===== src/rtl/blend_pipe_if.sv =====
// blend_pipe_if: pixel-in / pixel-out stream bundle for blend_pipe.
// slave  = blender view (consumes i_*, drives o_*); master = producer/consumer view.
interface blend_pipe_if #(
    parameter int unsigned BG_W  = 5,
    parameter int unsigned PX_W  = 8,
    parameter int unsigned TAG_W = 20
);
    // Upstream handshake and pixel
    logic             i_valid;
    logic             o_ready;
    logic [BG_W-1:0]  i_bg_r;
    logic [BG_W-1:0]  i_bg_g;
    logic [BG_W-1:0]  i_bg_b;
    logic             i_bg_mask;
    logic [PX_W-1:0]  i_px_r;
    logic [PX_W-1:0]  i_px_g;
    logic [PX_W-1:0]  i_px_b;
    logic             i_px_stp;
    logic             i_px_transp;
    logic             i_semi_en;
    logic [1:0]       i_mode;
    logic             i_check_mask;
    logic             i_set_mask;
    logic             i_dither_en;
    logic [1:0]       i_x2;
    logic [1:0]       i_y2;
    logic [TAG_W-1:0] i_tag;

    // Downstream handshake and result
    logic             o_valid;
    logic             i_ready;
    logic [PX_W-1:0]  o_r;
    logic [PX_W-1:0]  o_g;
    logic [PX_W-1:0]  o_b;
    logic             o_mask;
    logic             o_we;
    logic [TAG_W-1:0] o_tag;

    modport slave (
        input  i_valid, i_bg_r, i_bg_g, i_bg_b, i_bg_mask, i_px_r, i_px_g, i_px_b,
               i_px_stp, i_px_transp, i_semi_en, i_mode, i_check_mask, i_set_mask,
               i_dither_en, i_x2, i_y2, i_tag, i_ready,
        output o_ready, o_valid, o_r, o_g, o_b, o_mask, o_we, o_tag
    );

    modport master (
        output i_valid, i_bg_r, i_bg_g, i_bg_b, i_bg_mask, i_px_r, i_px_g, i_px_b,
               i_px_stp, i_px_transp, i_semi_en, i_mode, i_check_mask, i_set_mask,
               i_dither_en, i_x2, i_y2, i_tag, i_ready,
        input  o_ready, o_valid, o_r, o_g, o_b, o_mask, o_we, o_tag
    );
endinterface


===== src/rtl/blend_pipe.sv =====
// blend_pipe: two-stage PSX semi-transparency blender with valid/ready and global stall.
// S1 decodes blend/skip, expands the background and picks the F operand; S2 adds, dithers,
// clamps and holds the registered outputs.
// Optional feature: define BLEND_DITHER_EN to build the 4x4 ordered-dither offset.
module blend_pipe #(
    parameter int unsigned BG_W  = 5,
    parameter int unsigned PX_W  = 8,
    parameter int unsigned TAG_W = 20
) (
    input  logic        i_clk,
    input  logic        i_rst,
    blend_pipe_if.slave bus
);
    localparam int unsigned REP_W = PX_W - BG_W;
    localparam int unsigned DP_W  = PX_W + 3;

    // Stage 1 state
    logic                       r_s1_valid;
    logic [2:0][PX_W-1:0]       r_s1_bx;
    logic [2:0][PX_W-1:0]       r_s1_f;
    logic                       r_s1_blend;
    logic [1:0]                 r_s1_mode;
    logic                       r_s1_we;
    logic                       r_s1_mask;
    logic [TAG_W-1:0]           r_s1_tag;
`ifdef BLEND_DITHER_EN
    logic signed [3:0]          r_s1_dith;
    logic signed [3:0]          w_dith;
`else
    logic                       w_unused;
`endif

    // Stage 2 (output) state
    logic                       r_s2_valid;
    logic [2:0][PX_W-1:0]       r_s2_rgb;
    logic                       r_s2_mask;
    logic                       r_s2_we;
    logic [TAG_W-1:0]           r_s2_tag;

    logic                       w_stall;
    logic                       w_blend;
    logic [2:0][BG_W-1:0]       w_bg;
    logic [2:0][PX_W-1:0]       w_px;
    logic [2:0][PX_W-1:0]       w_bx;
    logic [2:0][PX_W-1:0]       w_fop;
    logic [2:0][PX_W-1:0]       w_res;

    // Whole pipe freezes while the output is offered but not taken
    assign w_stall     = r_s2_valid & ~bus.i_ready;
    assign bus.o_ready = ~w_stall;

    assign w_blend = bus.i_px_stp ? (~bus.i_px_transp & bus.i_semi_en) : bus.i_px_transp;

    // S1 decode: background bit-replication and mode-3 quarter of F
    always_comb begin
        w_bg[0] = bus.i_bg_r;
        w_bg[1] = bus.i_bg_g;
        w_bg[2] = bus.i_bg_b;
        w_px[0] = bus.i_px_r;
        w_px[1] = bus.i_px_g;
        w_px[2] = bus.i_px_b;
        for (int c = 0; c < 3; c++) begin
            w_bx[c]  = {w_bg[c], w_bg[c][BG_W-1 -: REP_W]};
            w_fop[c] = (w_blend && bus.i_mode == 2'd3) ? (w_px[c] >> 2) : w_px[c];
        end
    end

`ifdef BLEND_DITHER_EN
    // PSX 4x4 dither offset, rows by y, columns by x
    always_comb begin
        w_dith = 4'sd0;
        if (bus.i_dither_en) begin
            case ({bus.i_y2, bus.i_x2})
                4'h0: w_dith = -4'sd4;
                4'h1: w_dith =  4'sd0;
                4'h2: w_dith = -4'sd3;
                4'h3: w_dith =  4'sd1;
                4'h4: w_dith =  4'sd2;
                4'h5: w_dith = -4'sd2;
                4'h6: w_dith =  4'sd3;
                4'h7: w_dith = -4'sd1;
                4'h8: w_dith = -4'sd3;
                4'h9: w_dith =  4'sd1;
                4'hA: w_dith = -4'sd4;
                4'hB: w_dith =  4'sd0;
                4'hC: w_dith =  4'sd3;
                4'hD: w_dith = -4'sd1;
                4'hE: w_dith =  4'sd2;
                default: w_dith = -4'sd2;
            endcase
        end
    end
`else
    assign w_unused = ^{bus.i_dither_en, bus.i_x2, bus.i_y2};
`endif

    // S2 arithmetic: signed add/sub with headroom, then clamp to [0, 2^PX_W-1]
    always_comb begin
        logic signed [DP_W-1:0] v_b;
        logic signed [DP_W-1:0] v_f;
        logic signed [DP_W-1:0] v_sum;
        v_b   = '0;
        v_f   = '0;
        v_sum = '0;
        w_res = '0;
        for (int c = 0; c < 3; c++) begin
            v_b = $signed({3'b000, r_s1_bx[c]});
            v_f = $signed({3'b000, r_s1_f[c]});
            if (!r_s1_blend) begin
                v_sum = v_f;
            end else begin
                case (r_s1_mode)
                    2'd0:    v_sum = (v_b + v_f) >>> 1;
                    2'd2:    v_sum = v_b - v_f;
                    default: v_sum = v_b + v_f;  // modes 1 and 3 (F already quartered)
                endcase
            end
`ifdef BLEND_DITHER_EN
            v_sum = v_sum + {{(DP_W-4){r_s1_dith[3]}}, r_s1_dith};
`endif
            if (v_sum[DP_W-1]) begin
                w_res[c] = '0;
            end else if (|v_sum[DP_W-2:PX_W]) begin
                w_res[c] = '1;
            end else begin
                w_res[c] = v_sum[PX_W-1:0];
            end
        end
    end

    // S1 register: capture input and decoded operands when the pipe moves
    always_ff @(posedge i_clk) begin
        if (i_rst) begin
            r_s1_valid <= 1'b0;
            r_s1_bx    <= '0;
            r_s1_f     <= '0;
            r_s1_blend <= 1'b0;
            r_s1_mode  <= 2'd0;
            r_s1_we    <= 1'b0;
            r_s1_mask  <= 1'b0;
            r_s1_tag   <= '0;
`ifdef BLEND_DITHER_EN
            r_s1_dith  <= 4'sd0;
`endif
        end else if (!w_stall) begin
            r_s1_valid <= bus.i_valid;
            r_s1_bx    <= w_bx;
            r_s1_f     <= w_fop;
            r_s1_blend <= w_blend;
            r_s1_mode  <= bus.i_mode;
            r_s1_we    <= ~(bus.i_check_mask & bus.i_bg_mask);
            r_s1_mask  <= bus.i_set_mask | bus.i_px_stp;
            r_s1_tag   <= bus.i_tag;
`ifdef BLEND_DITHER_EN
            r_s1_dith  <= w_dith;
`endif
        end
    end

    // S2 register: registered outputs, held while stalled
    always_ff @(posedge i_clk) begin
        if (i_rst) begin
            r_s2_valid <= 1'b0;
            r_s2_rgb   <= '0;
            r_s2_mask  <= 1'b0;
            r_s2_we    <= 1'b0;
            r_s2_tag   <= '0;
        end else if (!w_stall) begin
            r_s2_valid <= r_s1_valid;
            r_s2_rgb   <= w_res;
            r_s2_mask  <= r_s1_mask;
            r_s2_we    <= r_s1_we;
            r_s2_tag   <= r_s1_tag;
        end
    end

    assign bus.o_valid = r_s2_valid;
    assign bus.o_r     = r_s2_rgb[0];
    assign bus.o_g     = r_s2_rgb[1];
    assign bus.o_b     = r_s2_rgb[2];
    assign bus.o_mask  = r_s2_mask;
    assign bus.o_we    = r_s2_we;
    assign bus.o_tag   = r_s2_tag;
endmodule


===== src/flat_wrapper.sv =====
// flat-port wrapper written by rule: the top's interface ports become plain ports
module blend_pipe_flat 
#(
    parameter int unsigned BG_W  = 5,
    parameter int unsigned PX_W  = 8,
    parameter int unsigned TAG_W = 20
)
  (i_clk, i_rst, bus_i_valid, bus_i_bg_r, bus_i_bg_g, bus_i_bg_b, bus_i_bg_mask, bus_i_px_r, bus_i_px_g, bus_i_px_b, bus_i_px_stp, bus_i_px_transp, bus_i_semi_en, bus_i_mode, bus_i_check_mask, bus_i_set_mask, bus_i_dither_en, bus_i_x2, bus_i_y2, bus_i_tag, bus_i_ready, bus_o_ready, bus_o_valid, bus_o_r, bus_o_g, bus_o_b, bus_o_mask, bus_o_we, bus_o_tag);
  blend_pipe_if #(.BG_W(BG_W), .PX_W(PX_W), .TAG_W(TAG_W)) bus_i ();
  input  logic i_clk;
  input  logic i_rst;
  input wire logic [$bits(bus_i.i_valid)-1:0] bus_i_valid;
  input wire logic [$bits(bus_i.i_bg_r)-1:0] bus_i_bg_r;
  input wire logic [$bits(bus_i.i_bg_g)-1:0] bus_i_bg_g;
  input wire logic [$bits(bus_i.i_bg_b)-1:0] bus_i_bg_b;
  input wire logic [$bits(bus_i.i_bg_mask)-1:0] bus_i_bg_mask;
  input wire logic [$bits(bus_i.i_px_r)-1:0] bus_i_px_r;
  input wire logic [$bits(bus_i.i_px_g)-1:0] bus_i_px_g;
  input wire logic [$bits(bus_i.i_px_b)-1:0] bus_i_px_b;
  input wire logic [$bits(bus_i.i_px_stp)-1:0] bus_i_px_stp;
  input wire logic [$bits(bus_i.i_px_transp)-1:0] bus_i_px_transp;
  input wire logic [$bits(bus_i.i_semi_en)-1:0] bus_i_semi_en;
  input wire logic [$bits(bus_i.i_mode)-1:0] bus_i_mode;
  input wire logic [$bits(bus_i.i_check_mask)-1:0] bus_i_check_mask;
  input wire logic [$bits(bus_i.i_set_mask)-1:0] bus_i_set_mask;
  input wire logic [$bits(bus_i.i_dither_en)-1:0] bus_i_dither_en;
  input wire logic [$bits(bus_i.i_x2)-1:0] bus_i_x2;
  input wire logic [$bits(bus_i.i_y2)-1:0] bus_i_y2;
  input wire logic [$bits(bus_i.i_tag)-1:0] bus_i_tag;
  input wire logic [$bits(bus_i.i_ready)-1:0] bus_i_ready;
  output wire logic [$bits(bus_i.o_ready)-1:0] bus_o_ready;
  output wire logic [$bits(bus_i.o_valid)-1:0] bus_o_valid;
  output wire logic [$bits(bus_i.o_r)-1:0] bus_o_r;
  output wire logic [$bits(bus_i.o_g)-1:0] bus_o_g;
  output wire logic [$bits(bus_i.o_b)-1:0] bus_o_b;
  output wire logic [$bits(bus_i.o_mask)-1:0] bus_o_mask;
  output wire logic [$bits(bus_i.o_we)-1:0] bus_o_we;
  output wire logic [$bits(bus_i.o_tag)-1:0] bus_o_tag;
  assign bus_i.i_valid = bus_i_valid;
  assign bus_i.i_bg_r = bus_i_bg_r;
  assign bus_i.i_bg_g = bus_i_bg_g;
  assign bus_i.i_bg_b = bus_i_bg_b;
  assign bus_i.i_bg_mask = bus_i_bg_mask;
  assign bus_i.i_px_r = bus_i_px_r;
  assign bus_i.i_px_g = bus_i_px_g;
  assign bus_i.i_px_b = bus_i_px_b;
  assign bus_i.i_px_stp = bus_i_px_stp;
  assign bus_i.i_px_transp = bus_i_px_transp;
  assign bus_i.i_semi_en = bus_i_semi_en;
  assign bus_i.i_mode = bus_i_mode;
  assign bus_i.i_check_mask = bus_i_check_mask;
  assign bus_i.i_set_mask = bus_i_set_mask;
  assign bus_i.i_dither_en = bus_i_dither_en;
  assign bus_i.i_x2 = bus_i_x2;
  assign bus_i.i_y2 = bus_i_y2;
  assign bus_i.i_tag = bus_i_tag;
  assign bus_i.i_ready = bus_i_ready;
  assign bus_o_ready = bus_i.o_ready;
  assign bus_o_valid = bus_i.o_valid;
  assign bus_o_r = bus_i.o_r;
  assign bus_o_g = bus_i.o_g;
  assign bus_o_b = bus_i.o_b;
  assign bus_o_mask = bus_i.o_mask;
  assign bus_o_we = bus_i.o_we;
  assign bus_o_tag = bus_i.o_tag;
  blend_pipe #(.BG_W(BG_W), .PX_W(PX_W), .TAG_W(TAG_W)) u_core (.i_clk(i_clk), .i_rst(i_rst), .bus(bus_i));
endmodule

===== config.mk =====
export PLATFORM = sky130hd
export DESIGN_NAME = blend_pipe_flat
export DESIGN_NICKNAME = d
export VERILOG_FILES = /design/src/rtl/blend_pipe_if.sv /design/src/rtl/blend_pipe.sv /design/src/flat_wrapper.sv
export SDC_FILE = /design/constraint.sdc
export NUM_CORES = 1
export LEC_CHECK = 0
export BUFFER_PORTS_ARGS = -buffer_cell sky130_fd_sc_hd__buf_2
export CAP_MARGIN = 10
export CORE_AREA = 2 2 205 126
export DETAILED_ROUTE_END_ITERATION = 8
export DIE_AREA = 0 0 207 128
export HOLD_SLACK_MARGIN = 0.15
export PLACE_DENSITY = 0.58
export REMOVE_ABC_BUFFERS = 1
export SYNTH_ARGS = -nofsm -noshare
export SYNTH_HDL_FRONTEND = slang
export SYNTH_SLANG_ARGS = --single-unit

===== constraint.sdc =====
create_clock -name i_clk -period 2.55 [get_ports i_clk]
set_clock_uncertainty 0.2 [all_clocks]
set_input_delay 0.255 -clock i_clk [delete_from_list [all_inputs] [get_ports i_clk]]
set_output_delay 0.255 -clock i_clk [all_outputs]
set_load 0.02 [all_outputs]

Yosys cells after proc, flatten, opt, wreduce, memory -nomap -nowiden
Cells that the tools add are included.
W data, S select, Z words.

storage, ports and cells
  register bits = 121
  RAM bits = 0
  input bits = 76
  bits in read-only memories = 0
  memories = 0
  bits in latches = 0

cells by class
  multiply operators = 0
  order comparisons = 0
  bitwise logic cells = 8
  reduce and logical (&&, ||, !) cells = 5
  mux-type cells = 16
  shifts and indexed selects = 0
  $add $sub $neg = 6
  div/mod/pow operators = 0
  equality and inequality tests = 2

operator list
  kind                  count
  $mux W8               9
  $pmux W11 S2          3
  $mux W11              3
  $add A8 B8 Y9         3
  $sub A8 B8 Y9         3
  $reduce_or A2 Y1      3
  $eq A2 B2 Y1 const B  2
  $not A1 Y1            4
  $and A1 B1 Y1         3
  $logic_not A2 Y1      1
  $logic_and A1 B1 Y1   1
  $mux W1               1
  $or A1 B1 Y1          1

Longest topological paths before layout
Gate-level depths: netlist of the first run.

  depth after elaboration = 6
  gate-level depth with buffers = 9
  mapped depth without buffers = 9

Least setup slack after synthesis of the first run
No wires, ideal clock.

  kind = register to register
  from = register u_core.r_s1_f[17] (netlist name)
  to = register u_core.r_s2_rgb, in the netlist u_core.bus.o_b[7]
  arrival time = 2193 ps
  setup slack = 35 ps
  stages on the path, launching flop included = 9
  path through = dfxtp_1 inv_1 ha_1 nand2b_1 a221o_1 mux2_4 nor4_1 o21ai_0 o311a_1

on the way
  longest elaborated chain between the ends = 6

RTL lines
  item                                            RTL line                                                 text
  start: declaration                              blend_pipe.sv:20                                         logic [2:0][PX_W-1:0] r_s1_f;
  start signal: assignment                        blend_pipe.sv:148                                        r_s1_f <= w_fop;
  $add A8 B8 Y9 or $sub A8 B8 Y9 (tied branches)  blend_pipe.sv:113, blend_pipe.sv:115, blend_pipe.sv:114
  $pmux W11 S2 (*)                                blend_pipe.sv:112                                        case (r_s1_mode)
  $mux W11 (*)                                    blend_pipe.sv:109                                        if (!r_s1_blend) begin
  $reduce_or A2 Y1                                blend_pipe.sv:123                                        end else if (|v_sum[DP_W-2:PX_W]) begin
  $mux W8                                         blend_pipe.sv:123
  $mux W8 (*)                                     blend_pipe.sv:121                                        if (v_sum[DP_W-1]) begin
  end signal: assignment                          blend_pipe.sv:170                                        r_s2_rgb <= w_res;
  end: declaration                                blend_pipe.sv:35                                         logic [2:0][PX_W-1:0] r_s2_rgb;

Mark *: on every way between the ends. The rest lies on a longest branch, timed or not.
A chain may end at the register's enable or synchronous reset.

Worst setup path after layout of the first run
  from = register u_core.r_s1_f[21] (netlist name)
  to = register u_core.r_s2_rgb, in the netlist u_core.bus.o_b[7]

Same word-level chain as after synthesis.

==> results.sh, run 1 <==
export IMPL_status="complete, no violations"
export IMPL_fin_crit_ns=2.50
export IMPL_dr_pass1_iters=5
export IMPL_avgSynthCellArea_um2=7.47
export IMPL_ys_ff_latch=112
export IMPL_worst_slew_pin_slew_ns=0.502
export IMPL_period_share_pct=97.9
export IMPL_grt_use_total_pct=18.9
export IMPL_ys_flop_type="dfxtp_1"
export IMPL_power_frac_seq_pct=38.0
export IMPL_p_comb_share_pct=32.3
export IMPL_drc=0
export IMPL_ys_types=77
export IMPL_r2r_end="u_core.bus.o_b[7]$_SDFFE_PP0N_"
export IMPL_die_w_um=207
export IMPL_dp_hpwl_mm=19.1
export IMPL_placed_area_um2=8880
export IMPL_grt_pass1_wl_mm=40.0
export IMPL_overflow=0
export IMPL_seqCellArea_um2=2250
export IMPL_start_kind="register"
export IMPL_endpoint_kind="register"
export IMPL_cts_buffers=9
export IMPL_drv_cap=0
export IMPL_p_clk_share_pct=29.7
export IMPL_boundaryPins=124
export IMPL_hold_viol_final=0
export IMPL_drive_above_1_share_pct=26.8
export IMPL_antenna_found_initial=0
export IMPL_async_flop_share_pct=0
export IMPL_cts_root_buf="clkbuf_16"
export IMPL_design_area_um2=10300
export IMPL_gp_congestion=0.903
export IMPL_switchingPower_mw=1.75
export IMPL_fp_dieH_um=128
export IMPL_start_util_pct=29.4
export IMPL_rsz0062_at_grt="yes"
export IMPL_hold_start="bus_i_px_transp"
export IMPL_slew_violations=0
export IMPL_crit_type="register to register"
export IMPL_holdCritPathClass="input port to register"
export IMPL_cp_slowest_cell="dfxtp_1"
export IMPL_die_area_um2=26500
export IMPL_grt_max_degree=61
export IMPL_grt_pass1_vias=7215
export IMPL_htree_levels=3
export IMPL_multiInputGateArea_um2=4960
export IMPL_power_density_nw_per_um2=501
export IMPL_clk_pin_slew_worst_paths_ns=0.09
export IMPL_clock_sinks=112
export IMPL_rr_worst_depth=9
export IMPL_clk_latency_ns=0.37
export IMPL_fin_setup_tns_ns=0
export IMPL_final_net_count=1359
export IMPL_synth_seq_area_share_pct=30.8
export IMPL_tritoncts="yes"
export IMPL_hold_path_depth=3
export IMPL_critPathMaxFanout=4
export IMPL_portBuffers=118
export IMPL_wirelength_mm=25.8
export IMPL_cpPeakStageDelay_ns=0.44
export IMPL_synth_cells=974
export IMPL_cts_buffer_depth=2
export IMPL_ir_drop_mv=0.325
export IMPL_worstPathArrival_ns=2.56
export IMPL_critPathRequiredTime_ns=2.61
export IMPL_diodes=0
export IMPL_yosys_warnings=0
export IMPL_power_leakage_nw=4.62
export IMPL_power_mw=5.17
export IMPL_swShare_pct=33.8
export IMPL_slew_headroom_pct=66.5
export IMPL_rrSetupSlack_ns=0.05
export IMPL_netlist_area_um2=7280
export IMPL_syn2layout_area_growth_pct=42.0
export IMPL_drt_iter0_drc=662
export IMPL_clock_fmax_mhz=401
export IMPL_fill_cells=2544
export IMPL_vias=7813
export IMPL_timing_rr_start="u_core.r_s1_f[21]$_SDFFE_PP0N_"
export IMPL_path_cells="inv_1 -> ha_1 -> nor3b_1 -> nor3_1 -> o22a_2 -> buf_4 -> a21oi_1 -> o21ai_1 -> o311a_1"
export IMPL_p_int_mw=3.42
export IMPL_routedWlPerCell_um=16.6
export IMPL_coreArea_um2=24800
export IMPL_rows=45
export IMPL_vias_per_cell=5.01
export IMPL_hold_path_end="u_core.r_s1_blend$_SDFFE_PP0N_"
export IMPL_synth_edff_count=0
export IMPL_setup_viol=0
export IMPL_drtAntennaViolNets=0
## routing by layer
metal / vias to the layer above / GRT usage (%) / share of wire (%)
met5: - / 0 / 0
met4: 0 / 4.03 / 1.5
met2: 250 / 27.0 / 41
met3: 27 / 3.63 / 6.4
met1: 3613 / 29.1 / 51
li1: 3923 / - / -
## worst max-delay path by stage
stage / from / endpoint / slack [ns] / cells past startpoint
after floorplan: u_core.bus.o_valid$_SDFFE_PP0N_ / u_core.bus.o_b[3]$_SDFFE_PP0N_ / -5.09 / 7
after global placement: u_core.r_s1_f[16]$_SDFFE_PP0N_ / u_core.bus.o_b[5]$_SDFFE_PP0N_ / -0.17 / 8
after detailed placement: u_core.r_s1_f[16]$_SDFFE_PP0N_ / u_core.bus.o_b[5]$_SDFFE_PP0N_ / -0.23 / 8
after CTS: u_core.r_s1_f[0]$_SDFFE_PP0N_ / u_core.bus.o_r[6]$_SDFFE_PP0N_ / 0.01 / 9
after global routing: u_core.r_s1_f[21]$_SDFFE_PP0N_ / u_core.bus.o_b[6]$_SDFFE_PP0N_ / -0.02 / 8
final: u_core.r_s1_f[21]$_SDFFE_PP0N_ / u_core.bus.o_b[7]$_SDFFE_PP0N_ / 0.05 / 9
## layout by cell type (no fill, tap or decap), types with 5 or more instances in the layout
cell	n
nor2b_1	11
a311oi_1	20
nand3_1	13
nand2_1	199
ha_2	5
inv_1	46
o31ai_1	8
nor2_1	72
nand2b_1	16
dfxtp_2	6
o21a_1	6
o211ai_1	7
mux2i_1	10
a21oi_1	99
a211oi_2	5
xnor2_1	9
o21ai_1	6
clkbuf_16	9
nor3_1	19
a21oi_2	5
dlygate4sd3_1	75
ha_1	43
buf_4	112
o21bai_1	5
buf_2	117
a31oi_1	7
o21ai_0	33
a211oi_1	9
or3_1	10
dfxtp_1	105
## registers in the layout, indices dropped and copies added (netlist names), 2 cells and up
| register | flops |
|---|---|
| u_core.r_s1_tag | 20 |
| u_core.r_s1_mode | 2 |
| u_core.r_s1_bx | 15 |
| u_core.bus.o_b | 8 |
| u_core.bus.o_g | 8 |
| u_core.bus.o_tag | 20 |
| u_core.r_s1_f | 24 |
| u_core.bus.o_r | 8 |
## power by group through the flow
stage	clock (mW)	sequential (mW)	combinational, mW
floorplan	0	2.07	0.746
global placement	0	2.00	1.42
detailed placement	0	2.01	1.43
CTS	1.58	1.97	1.55
global route	1.65	1.98	1.82
finish	1.54	1.97	1.67
## critical path: cells and delay by family (launching register included)
family / cells / cell delay [ns]
fa+ha+maj: 1 / 0.35
compound gates: 4 / 0.80
simple gates: 2 / 0.36
buf+inv: 2 / 0.24
flops: 1 / 0.44
## metrics by stage
step	worst slack, ns	util, %	hold slack, ns	std cells
after floorplan	-5.09	-	0.124	909
after global placement	-0.169	35.9	0.237	1466
after detailed placement	-0.231	35.9	0.241	1466
after CTS	0.00974	40.4	0.192	1556
after global routing	-0.0216	41.7	0.239	1560
final	0.0540	41.7	0.222	1560
## area by class of cell
cell class	instances	share of cell area (%)
clock buffers	9	2.18
clock inverters	7	0.835
well taps	329	3.98
multi-input cells	749	48.0
inverters	48	1.77
repair buffers	306	21.5
flip-flops and latches	112	21.8
## cells in the mapped netlist (6+ instances only)
cell type	n	area, µm²
a211oi_1	13	97.6
xnor2_1	10	87.6
buf_2	10	50.1
fa_1	6	120
nand2b_1	20	125
nand2_1	202	758
buf_1	6	22.5
nor2b_1	14	87.6
nand3_1	13	65.1
clkbuf_1	47	176
o31ai_1	12	90.1
o21ai_0	36	180
o211ai_1	7	52.6
a21oi_1	105	526
nor2_1	73	274
mux2i_1	11	110
a311oi_1	20	175
inv_1	47	176
nor3_1	19	95.1
dfxtp_1	112	2240
o21a_1	6	45.0
ha_1	51	638
a31oi_1	8	50.1
or3_1	10	62.6
## what timing repair did
action / in CTS / in global routing
endpoints found under the setup margin: 15 / 31
gates resized for setup: 22 / 60
hold endpoints to repair: 68 / 0
hold buffers: 75 / 0
buffers inserted: 0 / 4
pin swaps: 6 / 17
## cell families (layout without fill, tap and decap cells)
logic type      after synthesis  after routing  share of synthesized area (%)
flops                       112            112                           30.8
fa+ha+maj                    57             57                           10.4
mux                          13             13                           1.87
xor+xnor                     14             14                           1.69
buf+inv                     113            370                           6.04
simple gates                385            385                           23.9
compound gates              280            280                           25.2
Power figures use the tool's default switching activity.
==> run 2: changes to the inputs <==
--- a/config.mk
+++ b/config.mk
@@ -7,11 +7,11 @@
 export LEC_CHECK = 0
 export BUFFER_PORTS_ARGS = -buffer_cell sky130_fd_sc_hd__buf_2
 export CAP_MARGIN = 10
-export CORE_AREA = 2 2 205 126
+export CORE_AREA = 2 2 168 104
 export DETAILED_ROUTE_END_ITERATION = 8
-export DIE_AREA = 0 0 207 128
+export DIE_AREA = 0 0 170 106
 export HOLD_SLACK_MARGIN = 0.15
-export PLACE_DENSITY = 0.58
+export PLACE_DENSITY = 0.77
 export REMOVE_ABC_BUFFERS = 1
 export SYNTH_ARGS = -nofsm -noshare
 export SYNTH_HDL_FRONTEND = slang
==> run 2 against run 1 <==
  * Non-clock buffer count fell by 16
  * Via count up 3.4%
  * Wire length down 4.5%
  * Die area decreased by 32%
  * Critical endpoint unchanged
  * Cell count fell by 8.4%
==> results.sh, run 2 (synthesized netlist as in run 1, its figures left out) <==
export IMPL_status="complete, no violations"
export IMPL_grt_use_total_pct=26.5
export IMPL_crit_path_start="u_core.r_s1_f[17]$_SDFFE_PP0N_"
export IMPL_layout_commonest_cell="nand2_1"
export IMPL_syn2layout_area_growth_pct=37.4
export IMPL_power_leakage_nw=4.50
export IMPL_hold_viol_final=0
export IMPL_antenna_found_initial=0
export IMPL_boundaryPins=124
export IMPL_grt_max_degree=87
export IMPL_critPathRequiredTime_ns=2.60
export IMPL_timing_rr_start="u_core.r_s1_f[17]$_SDFFE_PP0N_"
export IMPL_largest_register="u_core.r_s1_f"
export IMPL_grt_pass1_wl_mm=38.3
export IMPL_coreArea_um2=16700
export IMPL_slew_headroom_pct=67.0
export IMPL_final_cell_mix="nand2_1, buf_2, a21oi_1, dfxtp_1, buf_4"
export IMPL_clock_sinks=112
export IMPL_dr_pass1_iters=6
export IMPL_htree_levels=3
export IMPL_cts_root_buf="clkbuf_16"
export IMPL_vias=8080
export IMPL_rows=37
export IMPL_worstPathArrival_ns=2.58
export IMPL_ir_drop_mv=0.322
export IMPL_critPathMaxFanout=4
export IMPL_diodes=0
export IMPL_routedWlPerCell_um=17.3
export IMPL_vias_per_cell=5.65
export IMPL_hold_slack_ns=0.213
export IMPL_cts_buffers=9
export IMPL_drive_above_1_share_pct=24.6
export IMPL_clock_fmax_mhz=395
export IMPL_die_w_um=170
export IMPL_start_kind="register"
export IMPL_fill_cells=1466
export IMPL_setup_viol=0
export IMPL_period_share_pct=99.3
export IMPL_largest_reg_flops=24
export IMPL_rsz0062_at_grt="yes"
export IMPL_drv_cap=0
export IMPL_drc=0
export IMPL_portBuffers=118
export IMPL_final_net_count=1343
export IMPL_worst_slew_pin_slew_ns=0.493
export IMPL_drtAntennaViolNets=0
export IMPL_dp_hpwl_mm=16.9
export IMPL_overflow=0
export IMPL_slew_violations=0
export IMPL_grt_pass1_vias=7428
export IMPL_clk_pin_slew_worst_paths_ns=0.08
export IMPL_gp_congestion=0.970
export IMPL_die_area_um2=18000
export IMPL_clk_latency_ns=0.37
export IMPL_tritoncts="yes"
export IMPL_hold_start="bus_i_ready"
export IMPL_cts_buffer_depth=2
export IMPL_start_util_pct=43.7
export IMPL_drt_iter0_drc=726
export IMPL_crit_type="register to register"
export IMPL_endpoint_kind="register"
export IMPL_wirelength_mm=24.7
export IMPL_fin_crit_ns=2.53
export IMPL_fp_dieH_um=106
export IMPL_power_density_nw_per_um2=507
export IMPL_power_mw=5.07
export IMPL_holdCritPathClass="input port to register"
run 2: cell count changes in the layout (fill, tap and decap cells not counted), moves of 3 or more:
cell,before,now
buf_4,112,88
dlygate4sd3_1,75,82
dfxtp_1,105,101
dfxtp_2,6,10
nand2b_1,16,19
nand2b_4,4,1
run 2: path summary, 6_finish.rpt:
path                                                    endpoint  slack, ns  cells after the start
worst max-delay path              u_core.bus.o_b[7]$_SDFFE_PP0N_       0.02                      8
worst min-delay path              u_core.r_s1_f[21]$_SDFFE_PP0N_       0.21                      4
worst max register to register    u_core.bus.o_b[7]$_SDFFE_PP0N_       0.02                      8
worst min register to register  u_core.bus.o_tag[2]$_SDFFE_PP0N_       0.25                      2
run 2: power breakdown:
part	leakage (nW)	switching, mW	internal, mW
registers	0.931	0.0930	1.87
clock network	0.156	0.800	0.722
logic	3.41	0.867	0.715
run 2: layout make-up:
type | instances | area [µm²] | area share [%]
clock inverter | 7 | 96.3 | 0.964
clock buffer | 9 | 225 | 2.25
multi-input combinational | 749 | 4840 | 48.4
sequential | 112 | 2260 | 22.6
timing repair buffer | 290 | 2130 | 21.3
inverter | 48 | 181 | 1.81
tap | 214 | 268 | 2.68
run 2: metal layers:
layer	global-route usage [%]	share of wire, %	wire length (µm)	vias to the layer above
li1	-	-	-	3885
met1	37.9	45	11200	3753
met2	41.0	43	10700	402
met3	6.07	9.5	2330	40
met4	5.31	1.6	403	0
met5	0	0	0	-
run 2: worst max-delay path, stage by stage, from the launching register on:
cell and delay (ns):
dfxtp_4 0.36, inv_1 0.04, ha_1 0.29, nand2b_1 0.17, a221o_1 0.40, mux2_4 0.34
nor4_4 0.27, o21ai_1 0.08, o311a_1 0.28
run 2: metrics by stage:
stage / util [%] / cells / setup WS [ns] / cell area [µm²] / TNS, ns
after floorplan: - / 909 / -5.09 / 7020 / -480.11
after global placement: 51.3 / 1325 / -0.0532 / 8550 / -0.0978
after detailed placement: 51.3 / 1325 / -0.0753 / 8550 / -0.432
after CTS: 58.6 / 1426 / -0.0216 / 9770 / -0.0216
after global routing: 60.0 / 1429 / -0.0409 / 10000 / -0.100
final: 60.0 / 1429 / 0.0190 / 10000 / 0
run 2: repair_timing:
| action | CTS | global route |
|---|---|---|
| pin swaps | 3 | 14 |
| hold endpoints to repair | 67 | 0 |
| hold buffers | 82 | 0 |
| setup buffers | 3 | 3 |
| gates resized for setup | 17 | 52 |
| setup endpoints to repair | 16 | 28 |
==> run 3: changes to the inputs <==
--- a/config.mk
+++ b/config.mk
@@ -11,6 +11,7 @@
 export DETAILED_ROUTE_END_ITERATION = 8
 export DIE_AREA = 0 0 170 106
 export HOLD_SLACK_MARGIN = 0.15
+export MAX_ROUTING_LAYER = met4
 export PLACE_DENSITY = 0.77
 export REMOVE_ABC_BUFFERS = 1
 export SYNTH_ARGS = -nofsm -noshare
==> run 3 against run 2 <==
  * Register-to-register slack is essentially flat
  * Sequential power about the same
  * Cell count up 0.63%
  * Sequential share of layout area down 0.40 points
  * Hold slack worse by 0.047 ns
  * Utilization grew 1.3 points
  * Largest cell class unchanged
  * Largest power group unchanged
==> results.sh, run 3 (synthesized netlist as in run 1, its figures left out) <==
export IMPL_vias_per_cell=5.69
export IMPL_dp_hpwl_mm=16.9
export IMPL_status="complete, no violations"
export IMPL_drtAntennaViolNets=0
export IMPL_coreArea_um2=16700
export IMPL_slew_headroom_pct=68.0
export IMPL_hold_viol_final=0
export IMPL_critPathBufInv=2
export IMPL_cpMostUsedCell="buf_6"
export IMPL_largest_reg_flops=24
export IMPL_grt_use_total_pct=27.6
export IMPL_cp_slowest_cell="or4_4"
export IMPL_critPathRequiredTime_ns=2.59
export IMPL_endpoint_kind="register"
export IMPL_routedWlPerCell_um=17.3
export IMPL_critPathMaxFanout=3
export IMPL_layout_commonest_cell="nand2_1"
export IMPL_setup_viol=0
export IMPL_drt_iter0_drc=756
export IMPL_fin_cells=1438
export IMPL_clock_sinks=112
export IMPL_diodes=0
export IMPL_hold_slack_ns=0.167
export IMPL_portBuffers=118
export IMPL_final_cell_mix="nand2_1, buf_2, a21oi_1"
export IMPL_worstPathArrival_ns=2.58
export IMPL_fill_cells=1478
export IMPL_boundaryPins=124
export IMPL_cts_buffers=9
export IMPL_worst_slew_pin_slew_ns=0.479
export IMPL_fin_util_pct=61.2
export IMPL_clk_pin_slew_worst_paths_ns=0.09
export IMPL_fp_dieH_um=106
export IMPL_clock_fmax_mhz=394
export IMPL_die_area_um2=18000
export IMPL_placedCellCount=1334
export IMPL_ir_drop_mv=0.327
export IMPL_rsz0062_at_grt="yes"
export IMPL_fin_crit_ns=2.54
export IMPL_start_kind="register"
export IMPL_overflow=0
export IMPL_htree_levels=3
export IMPL_fin_setup_tns_ns=0
export IMPL_worst_slack_ns=0.0113
export IMPL_power_mw=5.14
export IMPL_dr_pass1_iters=5
export IMPL_vias=8180
export IMPL_dp_slack_ns=-0.161
export IMPL_slew_violations=0
export IMPL_tritoncts="yes"
export IMPL_path_cells="buf_6 -> ha_4 -> or4_4 -> o22a_4 -> buf_6 -> nor4_4 -> o21ai_1 -> o311a_1"
export IMPL_grt_pass1_wl_mm=38.7
export IMPL_cp_top_family="simple AND/OR/NAND/NOR gates"
export IMPL_design_area_um2=10200
export IMPL_rows=37
export IMPL_rrSetupSlack_ns=0.01
export IMPL_gp_congestion=0.967
export IMPL_wirelength_mm=24.9
export IMPL_grt_pass1_vias=7679
export IMPL_start_util_pct=43.7
export IMPL_holdCritPathClass="input port to register"
export IMPL_power_leakage_nw=4.58
export IMPL_final_net_count=1352
export IMPL_die_w_um=170
export IMPL_syn2layout_area_growth_pct=40.3
export IMPL_power_density_nw_per_um2=504
export IMPL_crit_type="register to register"
export IMPL_cpPeakStageDelay_ns=0.53
export IMPL_cts_root_buf="clkbuf_16"
export IMPL_period_share_pct=99.6
export IMPL_cts_buffer_depth=2
export IMPL_grt_max_degree=79
export IMPL_largest_register="u_core.r_s1_f"
export IMPL_drc=0
export IMPL_clk_latency_ns=0.37
export IMPL_antenna_found_initial=0
export IMPL_drive_above_1_share_pct=26.3
export IMPL_drv_cap=0
export IMPL_placed_area_um2=8630
[run 3: cell types whose count changed in the layout (fill, tap and decap cells not counted), sizes merged]
cell,previous run,this run
buf,208,220
clkinv,4,3
dlygate4sd3,82,79
inv,51,52
[run 3: per-layer routing]
layer	track usage (%)	routed length (µm)
met5	-	0
met4	5.37	403
met1	38.5	11600
met2	41.6	10900
met3	5.66	2050
[run 3: report_power, final]
group / switching (mW) / internal [mW] / leakage, nW
Clock: 0.809 / 0.724 / 0.154
Sequential: 0.0948 / 1.87 / 0.932
Combinational: 0.885 / 0.757 / 3.50
[run 3: final timing paths]
path	end	depth (start not counted)	from
setup / recovery	u_core.bus.o_b[7]$_SDFFE_PP0N_	8	u_core.r_s1_bx[18]$_SDFFE_PP0N_
hold / removal	u_core.r_s1_blend$_SDFFE_PP0N_	3	bus_i_px_transp
hold reg to reg	u_core.bus.o_tag[18]$_SDFFE_PP0N_	2	u_core.bus.o_tag[18]$_SDFFE_PP0N_
setup reg to reg	u_core.bus.o_b[7]$_SDFFE_PP0N_	8	u_core.r_s1_bx[18]$_SDFFE_PP0N_
[run 3: worst reg2reg max path: stages, from the launching register on]
cell	delay, ns
dfxtp_2	0.35
buf_6	0.13
ha_4	0.16
or4_4	0.53
o22a_4	0.22
buf_6	0.12
nor4_4	0.24
o21ai_1	0.10
o311a_1	0.36
[run 3: timing repair]
| action | CTS | global route |
|---|---|---|
| hold buffers | 79 | 0 |
| setup endpoints to repair | 15 | 24 |
| endpoints found under the hold margin | 66 | 0 |
| pin swaps | 4 | 15 |
| setup buffers | 6 | 3 |
| gates resized for setup | 18 | 79 |
[run 3: layout make-up]
class,instances,area (µm²),area share (%)
Clock buffer,9,225,2.21
Clock inverter,7,93.8,0.919
Tap cell,214,268,2.62
Inverter,48,181,1.78
Multi-Input combinational cell,749,4950,48.5
Sequential cell,112,2260,22.2
Timing Repair Buffer,299,2220,21.8
